===== src/rtl/spmv_y_axi_writer.sv =====
// AXI4 write master for the SpMV y-vector: streams doubles into contiguous memory
// using INCR bursts that never cross a 4 KB page, one burst outstanding at a time.
module spmv_y_axi_writer #(
    parameter int ADDR_W    = 64,
    parameter int DATA_W    = 64,
    parameter int ID_W      = 4,
    parameter int MAX_BURST = 16,
    parameter int CNT_W     = 32
) (
    input  logic                clk,
    input  logic                rst,
    input  logic                start,
    input  logic [ADDR_W-1:0]   base_addr,
    input  logic [CNT_W-1:0]    n_elems,
    input  logic                y_valid,
    input  logic [DATA_W-1:0]   y_data,
    output logic                y_ready,
    output logic [ID_W-1:0]     m_axi_awid,
    output logic [ADDR_W-1:0]   m_axi_awaddr,
    output logic [7:0]          m_axi_awlen,
    output logic [2:0]          m_axi_awsize,
    output logic [1:0]          m_axi_awburst,
    output logic                m_axi_awvalid,
    input  logic                m_axi_awready,
    output logic [DATA_W-1:0]   m_axi_wdata,
    output logic [DATA_W/8-1:0] m_axi_wstrb,
    output logic                m_axi_wlast,
    output logic                m_axi_wvalid,
    input  logic                m_axi_wready,
    input  logic [ID_W-1:0]     m_axi_bid,
    input  logic [1:0]          m_axi_bresp,
    input  logic                m_axi_bvalid,
    output logic                m_axi_bready,
    output logic                busy,
    output logic                done,
    output logic                err
);

    typedef enum logic [2:0] {IDLE, ADDR, DATA, RESP, FIN} state_t;

    state_t              state, state_nxt;
    logic [ADDR_W-1:0]   addr;
    logic [CNT_W-1:0]    remaining;
    logic [8:0]          beat_cnt;
    logic [ADDR_W-1:0]   awaddr_q;
    logic [7:0]          awlen_q;
    logic                err_q;
    logic                w_hs;
    logic                unused_bid;

    // Beats for the next burst: bounded by what is left, MAX_BURST and the 4 KB page end.
    function automatic logic [8:0] burst_len(input logic [ADDR_W-1:0] a,
                                             input logic [CNT_W-1:0]  rem);
        logic [12:0] page_beats;
        logic [8:0]  l;
        page_beats = (13'd4096 - {1'b0, a[11:0]}) >> 3;
        l = (rem >= CNT_W'(MAX_BURST)) ? 9'(MAX_BURST) : rem[8:0];
        if ({4'd0, l} > page_beats)
            l = page_beats[8:0];
        return l;
    endfunction

    assign w_hs       = (state == DATA) && y_valid && m_axi_wready;
    assign unused_bid = ^m_axi_bid;

    always_ff @(posedge clk) begin
        if (rst) begin
            state     <= IDLE;
            addr      <= '0;
            remaining <= '0;
            beat_cnt  <= '0;
            awaddr_q  <= '0;
            awlen_q   <= '0;
            err_q     <= 1'b0;
        end else begin
            state <= state_nxt;
            case (state)
                IDLE: if (start) begin
                    err_q <= 1'b0;
                    if (n_elems != '0) begin
                        addr      <= base_addr;
                        remaining <= n_elems;
                        awaddr_q  <= base_addr;
                        awlen_q   <= 8'(burst_len(base_addr, n_elems) - 9'd1);
                    end
                end
                ADDR: if (m_axi_awready)
                    beat_cnt <= {1'b0, awlen_q} + 9'd1;
                DATA: if (w_hs) begin
                    beat_cnt  <= beat_cnt - 9'd1;
                    remaining <= remaining - CNT_W'(1);
                    addr      <= addr + ADDR_W'(8);
                end
                RESP: if (m_axi_bvalid) begin
                    if (m_axi_bresp != 2'b00)
                        err_q <= 1'b1;
                    // Next burst's AW fields are registered here so they are stable in ADDR.
                    if (remaining != '0) begin
                        awaddr_q <= addr;
                        awlen_q  <= 8'(burst_len(addr, remaining) - 9'd1);
                    end
                end
                default: ;
            endcase
        end
    end

    always_comb begin
        state_nxt     = state;
        m_axi_awvalid = 1'b0;
        m_axi_wvalid  = 1'b0;
        m_axi_wlast   = 1'b0;
        m_axi_bready  = 1'b0;
        y_ready       = 1'b0;
        done          = 1'b0;
        case (state)
            IDLE: if (start)
                state_nxt = (n_elems == '0) ? FIN : ADDR;
            ADDR: begin
                m_axi_awvalid = 1'b1;
                if (m_axi_awready)
                    state_nxt = DATA;
            end
            DATA: begin
                m_axi_wvalid = y_valid;
                y_ready      = m_axi_wready;
                m_axi_wlast  = (beat_cnt == 9'd1);
                if (w_hs && beat_cnt == 9'd1)
                    state_nxt = RESP;
            end
            RESP: begin
                m_axi_bready = 1'b1;
                if (m_axi_bvalid)
                    state_nxt = (remaining != '0) ? ADDR : FIN;
            end
            FIN: begin
                done      = 1'b1;
                state_nxt = IDLE;
            end
            default: state_nxt = IDLE;
        endcase
    end

    assign busy          = (state != IDLE);
    assign err           = err_q;
    assign m_axi_awid    = '0;
    assign m_axi_awaddr  = awaddr_q;
    assign m_axi_awlen   = awlen_q;
    assign m_axi_awsize  = 3'd3;
    assign m_axi_awburst = 2'b01;
    assign m_axi_wdata   = y_data;
    assign m_axi_wstrb   = '1;

endmodule


===== config.mk =====
export PLATFORM = sky130hd
export DESIGN_NAME = spmv_y_axi_writer
export DESIGN_NICKNAME = d
export VERILOG_FILES = /design/src/rtl/spmv_y_axi_writer.sv
export SDC_FILE = /design/constraint.sdc
export NUM_CORES = 1
export LEC_CHECK = 0
export CAP_MARGIN = 0
export CORE_MARGIN = 3
export CORE_UTILIZATION = 37
export DETAILED_ROUTE_END_ITERATION = 10
export GPL_TIMING_DRIVEN = 0
export PLACE_DENSITY_LB_ADDON = 0.3
export SLEW_MARGIN = 20
export SYNTH_ARGS = -nofsm -noshare
export SYNTH_HDL_FRONTEND = slang
export SYNTH_SLANG_ARGS = --single-unit

===== constraint.sdc =====
create_clock -name clk -period 9.79 [get_ports clk]
set_clock_uncertainty 0.2 [all_clocks]
set_input_delay 2.4475 -clock clk [delete_from_list [all_inputs] [get_ports clk]]
set_output_delay 2.4475 -clock clk [all_outputs]
set_load 0.05 [all_outputs]

==> metrics.cfg <==
[job]
drv_cap = 0

[clock_network]
hold_buffers = 0
clock_sinks = 181
clk-insertion-delay-late_ps = 450
cts-htree-levels = 4
clockBufferDepth = 2
post_cts_resized = 0
cts-root-buf = clkbuf_16
post_cts_buffers = 0
path_clk_slew_ps = 80
cts_inserted_buffers = 17
cts_tree = yes

[min_path]
whs_path_depth = 2
holdCritPathClass = flop to flop
hold_start = err

[cells_and_area]
drive_gt1_share_pct = 10.87
nets = 2099
final_cell_area_um2 = 15600
final_common_cell = nand2_1
diodes = 0
mostFrequentLayoutCells = 253 x nand2_1, 247 x clkdlybuf4s50_1, 220 x nor2_1
synthToLayoutAreaGrowth_pct = 30.66

[detailed_routing]
drt-total-wl_um = 49060
drc = 0
drt-pass1-iter-count = 6
antenna_violating_nets_post_route = 0
vias_per_cell = 5.865
vias = 13578
wl_per_cell_um = 21.19
drtIter0Drc = 1504

[logic_synthesis]
syn_inst = 1611
syn_area_um2 = 11940
synth_edf_count = 0
postSynthRegisterBits = 181
syn_area_per_cell_um2 = 7.412
synth_seq_area_share_pct = 30.35
synthDistinctLibCells = 72
yosys_most_used_dff = dfxtp_1
yosys_warnings = 0
synthArstFlopShare_pct = 0

[placed_design]
portBuffers = 247
dp_hpwl_um = 36720
place_area_um2 = 15010
gp_congestion = 0.9949
preCtsSetupSlack_ps = 2317

[worst_setup_path]
end_kind = flop
r2r-start = addr[3]
required_ps = 9960
worstPathArrival_ps = 7260
start_kind = input port
critPathLaunch = base_addr[3]
crit_type = input port to flop
critPathMaxFanout = 10
rr_worst_depth = 18

[floorplan]
floorplan.rows = 65
die_h_um = 185.6
die_area_um2 = 34460
start_util_pct = 37.64
num_io_pins = 334
core_region_area_um2 = 31720
fp.dieW_um = 185.6

[global_route]
track_usage_pct = 27.31
gr-total-overflow = 0
grt_pass1_vias = 12611
grt_pass1_wl_um = 72970
grt_max_degree = 20
antenna_found_initial = 0

[power_and_ir_drop]
ir_drop_uv = 119.5
power.density_nw_per_um2 = 188.9
p_leak_nw = 5.671
p_int_mw = 1.641
p_clk_share_pct = 24.1
p_sw_share_pct = 44.31
comb_power_share_pct = 43.4
seq_power_share_pct = 32.5
p_sw_mw = 1.306

[sta]
period_minus_slack_ps = 7091
rsz0062_at_grt = no
final_max_slew_viol_count = 0
fmax_mhz = 141.0
hold_viol_final = 0
tns_ps = 0
hold_slack_ps = 264.9
worst_slew_pin_slew_ps = 1079
slew_headroom_pct = 28.05
fin_crit_sh_pct = 72.43
finalSetupViolCount = 0
postLayoutSetupSlackWorst_ps = 2699

[outcome]
status = complete, no violations

[power groups by stage]
stage / registers, mW / logic (mW) / clock network, mW
after floorplan: 1.11 / 0.695 / 0
after global placement: 0.966 / 1.24 / 0
after detailed placement: 0.970 / 1.25 / 0
after CTS: 0.953 / 1.26 / 0.709
after global routing: 0.972 / 1.36 / 0.744
final: 0.956 / 1.28 / 0.711
[routing by layer]
metal | vias to the layer above | track usage [%] | share of wire, %
li1 | 6270 | - | -
met2 | 838 | 43.07 | 44
met3 | 125 | 4.729 | 10
met5 | - | 0 | 0
met4 | 0 | 10.55 | 3.8
met1 | 6345 | 37.37 | 42
[path summary, 6_finish.rpt]
| kind | endpoint | slack, ps |
|---|---|---|
| setup / recovery | m_axi_awlen[6] | 2700 |
| hold / removal | err | 260 |
| setup reg to reg | m_axi_awlen[6] | 4660 |
| hold reg to reg | err | 260 |
[synthesized netlist by cell type, drive strengths merged (10+ instances only)]
| cell type | instances | area [um2] |
|---|---|---|
| nor3 | 50 | 250.2 |
| nand3 | 50 | 255.3 |
| or3 | 14 | 91.34 |
| and2 | 17 | 110.1 |
| a31oi | 10 | 68.81 |
| ha | 26 | 325.3 |
| inv | 23 | 86.34 |
| and3 | 20 | 125.1 |
| nand2 | 253 | 949.7 |
| o22ai | 21 | 131.4 |
| dfxtp | 181 | 3623 |
| nand4 | 19 | 118.9 |
| a21oi | 104 | 520.5 |
| nor2 | 220 | 825.8 |
| buf | 99 | 760.7 |
| a22oi | 33 | 266.5 |
| nor4 | 33 | 242.7 |
| xnor2 | 15 | 131.4 |
| o21ai | 93 | 465.5 |
| a311oi | 65 | 844.6 |
| a211oi | 46 | 380.4 |
| clkbuf | 102 | 422.9 |
[layout make-up]
cell class / instances / area (um2)
fill: 3196 / 16120
multi-input combinational: 1229 / 7146
sequential: 181 / 3623
timing repair buffer: 247 / 2472
buffer: 201 / 1184
tap: 402 / 503.0
clock buffer: 18 / 429.2
clock inverter: 14 / 157.7
inverter: 23 / 86.33
[state kept, by name (all words and copies together) (netlist names)]
signal        flops
m_axi_awlen       8
beat_cnt          9
err               1
m_axi_awaddr     64
addr             64
remaining        32
state             3
[metrics by stage]
stage               instances  util (%)  power, mW
floorplan                1634         -      1.800
global placement         2283     47.30      2.204
detailed placement       2283     47.34      2.224
CTS                      2315     49.19      2.921
global route             2315     49.19      3.076
finish                   2315     49.19      2.947
[cells by family (layout without fill, tap and decap cells)]
kind of cell             count (synthesis)  in the layout  synth area share [%]
AND/OR/NAND/NOR                        714            714                 27.27
AO/OA/AOI/OAI                          439            439                 27.11
buffers and inverters                  224            503                 10.64
flip-flops                             181            181                 30.35
adder cells (fa/ha/maj)                 26             26                 2.724
XOR/XNOR                                24             24                 1.761
other                                    2             25               0.06290
multiplexers                             1              1               0.09430
[worst max-delay path, cell delays in order]
cell,delay [ps]
clkdlybuf4s50_1,520
nor4_1,810
nand2_1,170
or2_2,370
nor3_1,240
xor2_1,120
ha_1,330
nand3_1,120
mux2_2,340
o31ai_1,130
buf_2,300
o21ai_0,120
a22oi_1,370
inv_1,90
ha_1,230
nand2_1,110
nor4_4,50
xnor2_1,160
a211oi_2,240
Power figures use the tool's default switching activity.
